## src/rtl/metro_access_pkg.sv

```systemverilog
// Shared types and helpers for the metro access controller: state encoding
// and the sizing function for the shared timer.
package metro_access_pkg;

  typedef enum logic [1:0] {
    ST_IDLE    = 2'b00,
    ST_COLLECT = 2'b01,
    ST_OPEN    = 2'b10,
    ST_LOCKED  = 2'b11
  } state_e;

  function automatic int unsigned max3(input int unsigned a,
                                       input int unsigned b,
                                       input int unsigned c);
    int unsigned m;
    m = (a > b) ? a : b;
    return (m > c) ? m : c;
  endfunction

endpackage

```

## src/rtl/metro_access_ctrl_if.sv

```systemverilog
// Keypad/door/status bundle between the front end, the controller and the panel.
interface metro_access_ctrl_if #(
  parameter int unsigned CODE_W    = 4,
  parameter int unsigned MAX_FAILS = 3
);
  localparam int unsigned FAIL_W = $clog2(MAX_FAILS + 1);

  logic              validate_code;
  logic [CODE_W-1:0] access_code;
  logic              pass_through;
  logic              open_access_door;
  logic              locked;
  logic [1:0]        state_out;
  logic [FAIL_W-1:0] fail_count;

  modport master (
    output validate_code, access_code, pass_through,
    input  open_access_door, locked, state_out, fail_count
  );

  modport slave (
    input  validate_code, access_code, pass_through,
    output open_access_door, locked, state_out, fail_count
  );
endinterface

```

## src/rtl/metro_access_ctrl_cycle_timer.sv

```systemverilog
// Loadable down-counter shared by the entry timeout, door hold and lockout.
module cycle_timer #(
  parameter int unsigned W = 4
) (
  input  logic         clk,
  input  logic         rst,
  input  logic         load,
  input  logic [W-1:0] load_val,
  input  logic         en,
  output logic         zero
);
  logic [W-1:0] count_q, count_d;

  always_comb begin
    count_d = count_q;
    if (load)
      count_d = load_val;
    else if (en && (count_q != '0))
      count_d = count_q - W'(1);
  end

  always_ff @(posedge clk) begin
    if (rst) count_q <= '0;
    else     count_q <= count_d;
  end

  assign zero = (count_q == '0);
endmodule

```

## src/rtl/metro_access_ctrl.sv

```systemverilog
// Multi-digit access-code gate controller: digit collection, door hold with
// early close on passage, and lockout after repeated wrong codes.
module metro_access_ctrl #(
  parameter int unsigned                     CODE_W         = 4,
  parameter int unsigned                     CODE_LEN       = 4,
  parameter logic [CODE_LEN*CODE_W-1:0]      SECRET         = 16'h9135,
  parameter int unsigned                     MAX_FAILS      = 3,
  parameter int unsigned                     OPEN_CYCLES    = 8,
  parameter int unsigned                     LOCKOUT_CYCLES = 16,
  parameter int unsigned                     ENTRY_TIMEOUT  = 10
) (
  input logic                clk,
  input logic                rst,
  metro_access_ctrl_if.slave bus
);
  import metro_access_pkg::*;

  localparam int unsigned FW = $clog2(MAX_FAILS + 1);
  localparam int unsigned IW = (CODE_LEN > 1) ? $clog2(CODE_LEN) : 1;
  localparam int unsigned TW = $clog2(max3(OPEN_CYCLES, LOCKOUT_CYCLES, ENTRY_TIMEOUT) + 1);
  localparam logic [IW-1:0] LAST_IDX = IW'(CODE_LEN - 1);

  state_e          state_q, state_d;
  logic [IW-1:0]   idx_q, idx_d;
  logic            mismatch_q, mismatch_d;
  logic [FW-1:0]   fail_q, fail_d, fail_inc;
  logic [IW-1:0]   cur_idx;
  logic [CODE_W-1:0] exp_digit;
  logic            digit_bad, mismatch_next, eval_code, door_raw;
  logic            t_load, t_en, t_zero;
  logic [TW-1:0]   t_val;

  cycle_timer #(.W(TW)) u_timer (
    .clk      (clk),
    .rst      (rst),
    .load     (t_load),
    .load_val (t_val),
    .en       (t_en),
    .zero     (t_zero)
  );

  // In IDLE the incoming digit is always digit 0, whatever idx holds.
  assign cur_idx = (state_q == ST_IDLE) ? '0 : idx_q;

  always_comb begin
    exp_digit = '0;
    for (int unsigned i = 0; i < CODE_LEN; i++)
      if (cur_idx == IW'(i))
        exp_digit = SECRET[(CODE_LEN-1-i)*CODE_W +: CODE_W];
  end

  assign digit_bad     = (bus.access_code != exp_digit);
  assign mismatch_next = ((state_q == ST_COLLECT) ? mismatch_q : 1'b0) | digit_bad;
  assign fail_inc      = fail_q + FW'(1);

  always_comb begin
    state_d    = state_q;
    idx_d      = idx_q;
    mismatch_d = mismatch_q;
    fail_d     = fail_q;
    t_load     = 1'b0;
    t_val      = '0;
    t_en       = 1'b0;
    door_raw   = 1'b0;
    eval_code  = 1'b0;

    case (state_q)
      ST_IDLE: begin
        if (bus.validate_code) begin
          mismatch_d = digit_bad;
          if (CODE_LEN == 1) begin
            eval_code = 1'b1;
          end else begin
            state_d = ST_COLLECT;
            idx_d   = IW'(1);
            t_load  = 1'b1;
            t_val   = TW'(ENTRY_TIMEOUT - 1);
          end
        end
      end
      ST_COLLECT: begin
        // A strobe takes priority over an expiring entry timer.
        if (bus.validate_code) begin
          mismatch_d = mismatch_next;
          if (idx_q == LAST_IDX) begin
            eval_code = 1'b1;
          end else begin
            idx_d  = idx_q + IW'(1);
            t_load = 1'b1;
            t_val  = TW'(ENTRY_TIMEOUT - 1);
          end
        end else if (t_zero) begin
          state_d    = ST_IDLE;
          idx_d      = '0;
          mismatch_d = 1'b0;
        end else begin
          t_en = 1'b1;
        end
      end
      ST_OPEN: begin
        door_raw = 1'b1;
        if (t_zero || bus.pass_through) state_d = ST_IDLE;
        else                            t_en    = 1'b1;
      end
      ST_LOCKED: begin
        if (t_zero) begin
          state_d = ST_IDLE;
          fail_d  = '0;
        end else begin
          t_en = 1'b1;
        end
      end
      default: state_d = ST_IDLE;
    endcase

    if (eval_code) begin
      idx_d      = '0;
      mismatch_d = 1'b0;
      if (!mismatch_next) begin
        door_raw = 1'b1;
        state_d  = ST_OPEN;
        fail_d   = '0;
        t_load   = 1'b1;
        t_val    = TW'(OPEN_CYCLES - 1);
      end else begin
        fail_d = fail_inc;
        if (fail_inc == FW'(MAX_FAILS)) begin
          state_d = ST_LOCKED;
          t_load  = 1'b1;
          t_val   = TW'(LOCKOUT_CYCLES - 1);
        end else begin
          state_d = ST_IDLE;
        end
      end
    end
  end

  always_ff @(posedge clk) begin
    if (rst) begin
      state_q    <= ST_IDLE;
      idx_q      <= '0;
      mismatch_q <= 1'b0;
      fail_q     <= '0;
    end else begin
      state_q    <= state_d;
      idx_q      <= idx_d;
      mismatch_q <= mismatch_d;
      fail_q     <= fail_d;
    end
  end

  assign bus.open_access_door = door_raw & ~rst;
  assign bus.locked           = (state_q == ST_LOCKED);
  assign bus.state_out        = state_q;
  assign bus.fail_count       = fail_q;
endmodule

```

## src/flat_wrapper.sv

```systemverilog
// flat-port wrapper written by rule: the top's interface ports become plain ports
module metro_access_ctrl_flat import metro_access_pkg::*;
#(
  parameter int unsigned                     CODE_W         = 4,
  parameter int unsigned                     CODE_LEN       = 4,
  parameter logic [CODE_LEN*CODE_W-1:0]      SECRET         = 16'h9135,
  parameter int unsigned                     MAX_FAILS      = 3,
  parameter int unsigned                     OPEN_CYCLES    = 8,
  parameter int unsigned                     LOCKOUT_CYCLES = 16,
  parameter int unsigned                     ENTRY_TIMEOUT  = 10
)
  (clk, rst, bus_validate_code, bus_access_code, bus_pass_through, bus_open_access_door, bus_locked, bus_state_out, bus_fail_count);
  metro_access_ctrl_if #(.CODE_W(CODE_W), .MAX_FAILS(MAX_FAILS)) bus_i ();
  input logic clk;
  input logic rst;
  input wire logic [$bits(bus_i.validate_code)-1:0] bus_validate_code;
  input wire logic [$bits(bus_i.access_code)-1:0] bus_access_code;
  input wire logic [$bits(bus_i.pass_through)-1:0] bus_pass_through;
  output wire logic [$bits(bus_i.open_access_door)-1:0] bus_open_access_door;
  output wire logic [$bits(bus_i.locked)-1:0] bus_locked;
  output wire logic [$bits(bus_i.state_out)-1:0] bus_state_out;
  output wire logic [$bits(bus_i.fail_count)-1:0] bus_fail_count;
  assign bus_i.validate_code = bus_validate_code;
  assign bus_i.access_code = bus_access_code;
  assign bus_i.pass_through = bus_pass_through;
  assign bus_open_access_door = bus_i.open_access_door;
  assign bus_locked = bus_i.locked;
  assign bus_state_out = bus_i.state_out;
  assign bus_fail_count = bus_i.fail_count;
  metro_access_ctrl #(.CODE_W(CODE_W), .CODE_LEN(CODE_LEN), .SECRET(SECRET), .MAX_FAILS(MAX_FAILS), .OPEN_CYCLES(OPEN_CYCLES), .LOCKOUT_CYCLES(LOCKOUT_CYCLES), .ENTRY_TIMEOUT(ENTRY_TIMEOUT)) u_core (.clk(clk), .rst(rst), .bus(bus_i));
endmodule
```

## config.mk

```make
export PLATFORM = sky130hd
export DESIGN_NAME = metro_access_ctrl_flat
export DESIGN_NICKNAME = d
export VERILOG_FILES = /design/src/rtl/metro_access_pkg.sv /design/src/rtl/metro_access_ctrl_if.sv /design/src/rtl/metro_access_ctrl_cycle_timer.sv /design/src/rtl/metro_access_ctrl.sv /design/src/flat_wrapper.sv
export SDC_FILE = /design/constraint.sdc
export NUM_CORES = 1
export LEC_CHECK = 0
export ABC_AREA = 1
export CORE_ASPECT_RATIO = 0.75
export CORE_MARGIN = 10
export CORE_UTILIZATION = 51
export CTS_BUF_LIST = sky130_fd_sc_hd__clkbuf_8
export CTS_CLUSTER_SIZE = 14
export DETAILED_ROUTE_END_ITERATION = 12
export GPL_TIMING_DRIVEN = 1
export MAX_ROUTING_LAYER = met4
export PLACE_DENSITY = 0.74
export SKIP_CTS_REPAIR_TIMING = 1
export SKIP_LAST_GASP = 1
export SLEW_MARGIN = 20
export SYNTH_ARGS = -nofsm -noshare
export SYNTH_HDL_FRONTEND = slang
export SYNTH_HIERARCHICAL = 1
export SYNTH_SLANG_ARGS = --single-unit
```

## constraint.sdc

```tcl
create_clock -name clk -period 2 [get_ports clk]
set_input_delay 0.2 -clock clk [delete_from_list [all_inputs] [get_ports clk]]
set_output_delay 0.2 -clock clk [all_outputs]
set_load 0.01 [all_outputs]
```

==> run metrics <==
Top Usage Layer GRT met2; most frequent cells in the layout nand2_1, inv_1, nor2_1, nand3_1, clkdlybuf4s50_1; buffers added on ports 13; Num CTS Buffers 3; detailed-route via count 1,079; hold_sp u_core/bus.fail_count[1]$_SDFFE_PP0P_; starting DRC count in detailed routing 98; commonest non-fill, non-tap cell in the layout nand2_1; Synth Net Count between 150 and 200; setup violators final 0; total negative setup slack 0 ns; LEAKAGE 0.000649 uW; hold_ws around 0.5 ns; Synth Area in Compound Gates 0.126; vias in the first global route between 1,000 and 1,500; CP max stage cell dfxtp_1; flops & latches, synth 12; CTS HTree Levels 1; Total GRT Usage 0.137; largest family of logic cells by synthesized area simple AND/OR/NAND/NOR gates; pin count of the biggest net entering global routing 13; Longest Clk Path Bufs 2; first-pass GRT wire length 4.53 mm; DP Area 1200 sq um; total gr overflow 0; Synth Area in XOR/XNOR 0; crit path max fanout 6; GPL Wtd Cong 0.860; via-per-instance ratio 5.26; M1 GR Usage 0.167; met3 Usage GRT 0.0527; RSZ-0062 raised after global routing false; Avg WL per Cell 13.3 microns; YS warnings 6; Crit Path Class reg2reg; Final #Nets 195; Synth Cell Area 971 sq um; TritonCTS Sinks 12; Pwr Density 698 nW/um^2; endpoints failing hold 0; DP HPWL 2.05 mm; Reg2Reg Depth 11; share of cells above drive strength 1 0.262; initial antenna violation count 0; maxcap violations 0; status finished, final reports clean; reg2reg end u_core/u_timer/count_q[0]$_SDFFE_PP0P_; Worst Path Buf+Inv 3; Synth Area in Adders 0.0387; Root Buffer clkbuf_8; Inserted Diodes 0; f_max 540 MHz; DRC violations left 0; Crit path largest cell delay 0.32 ns; Final Skew 0.00374 ns; drt total wl roughly 2.7 mm; CTS tree built; Post-Layout Inst Area 1270 sq um; CP Cell Sequence inv_1 > ha_2 > nand3_2 > inv_2 > inv_1 > a21oi_2 > nand2_2 > nand2_4 > nand2_2 > nor2_1 > nor2_1; mux share of post-synthesis cell area 0; die area 4070 sq um; Min-Delay Path Class reg2reg; Initial Util 0.548; reg2reg start u_core/u_timer/count_q[0]$_SDFFE_PP0P_; worst hold endpoint u_core/bus.fail_count[1]$_SDFFE_PP0P_; CP required 2.14 ns; Avg Inst Size Synth ~6.2 sq um; Core Area 1770 sq um; die width approximately 70 microns; clock slew at reported path FFs 0.06 ns; CP Capture Type flop; CP arrival roughly 2 ns; Tmin final 1.85 ns; Layout area overhead 31.1%; part of the cycle the worst path needs 0.926; VDD IR-drop max 0.482 mV; startpoint types flop; r2r setup slk between 0.1 and 0.15 ns; I/O pins 14; Worst Hold Depth 2; DR pass1 iterations 4; Seq/Total Area, Yosys 0.247; number of routed nets with antenna violations 0; Slew Viols, Final 0; Worst-Skew Late Latency 0.25 ns; post-synthesis simple-gate area fraction 0.448; die boundary height 57.8 microns; CP top delay family simple AND/OR/NAND/NOR gates; met2 GRT Util 0.203; Mapped Cells around 160; FP Rows 13; post-synthesis cell type count 23
worst max-delay path by stage:
| stage | slack (ns) | start | end | cells after the start |
|---|---|---|---|---|
| CTS | -0.18 | u_core/idx_q[0]$_SDFFE_PP0P_ | bus_open_access_door | 9 |
| detailed placement | -0.01 | bus_access_code[1] | bus_open_access_door | 8 |
| global placement | 0.02 | bus_access_code[1] | bus_open_access_door | 8 |
| global route | 0.007 | u_core/u_timer/count_q[1]$_SDFFE_PP0P_ | u_core/u_timer/count_q[4]$_SDFFE_PP0P_ | 11 |
| floorplan | 0.32 | u_core/bus.state_out[1]$_SDFFE_PP0P_ | u_core/u_timer/count_q[0]$_SDFFE_PP0P_ | 14 |
| finish | 0.15 | u_core/u_timer/count_q[0]$_SDFFE_PP0P_ | u_core/u_timer/count_q[0]$_SDFFE_PP0P_ | 11 |
report_power, final:
group          internal [uW]  switching (uW)
Sequential               266            22.9
Clock                    174            99.1
Combinational            121             206
cells in the mapped netlist:
library cell,number,share of area
a211oi_2,1,0.013
a21oi_1,8,0.041
a21oi_2,3,0.027
a22oi_1,1,0.0077
buf_4,1,0.0077
conb_1,1,0.0039
dfxtp_1,12,0.25
ha_1,3,0.039
inv_1,26,0.10
inv_2,7,0.027
nand2_1,30,0.12
nand2_2,6,0.039
nand2_4,2,0.023
nand3_1,13,0.067
nand3_2,4,0.041
nand4_1,3,0.019
nor2_1,22,0.085
nor2_2,1,0.0064
nor2_4,4,0.046
nor3_1,1,0.0051
o21ai_0,4,0.021
o21ai_1,2,0.010
o22ai_1,1,0.0064
area by class of cell:
class | count | area [sq um]
multi-input cells | 110 | 609
well taps | 22 | 27.5
repair buffers | 24 | 215
fillers | 153 | 500
clock buffers | 4 | 55.1
flip-flops and latches | 12 | 241
inverters | 33 | 124
stage by stage:
| stage | cells | setup WS, ns | utilization | power [uW] |
|---|---|---|---|---|
| finish | 205 | 0.148 | 0.718 | 889 |
| detailed placement | 201 | -0.0138 | 0.679 | 595 |
| floorplan | 156 | 0.322 | - | 515 |
| CTS | 205 | -0.181 | 0.710 | 877 |
| global placement | 201 | 0.0232 | 0.679 | 587 |
| global route | 205 | 0.00722 | 0.718 | 946 |
flip-flops by register name, indices dropped and copies added (netlist names):
register,count
u_core/bus.fail_count,2
u_core/bus.state_out,2
u_core/idx_q,2
u_core/mismatch_q,1
u_core/u_timer/count_q,5
cells by family after synthesis:
group	Yosys count
adder cells (fa/ha/maj)	3
AND/OR/NAND/NOR	86
other	1
flip-flops	12
buffers and inverters	34
AO/OA/AOI/OAI	20
worst reg2reg max path, delay by kind of cell (launching register included):
| kind | cells | cell delay, ns |
|---|---|---|
| fa+ha+maj | 1 | 0.23 |
| flops | 1 | 0.32 |
| compound gates | 1 | 0.24 |
| buf+inv | 3 | 0.34 |
| simple gates | 6 | 0.62 |
layer usage:
layer | vias up | part of all wire
met5 | - | 0
met2 | 61 | 0.42
li1 | 541 | -
met3 | 6 | 0.10
met1 | 471 | 0.46
met4 | 0 | 0.021
Power figures use the tool's default switching activity.
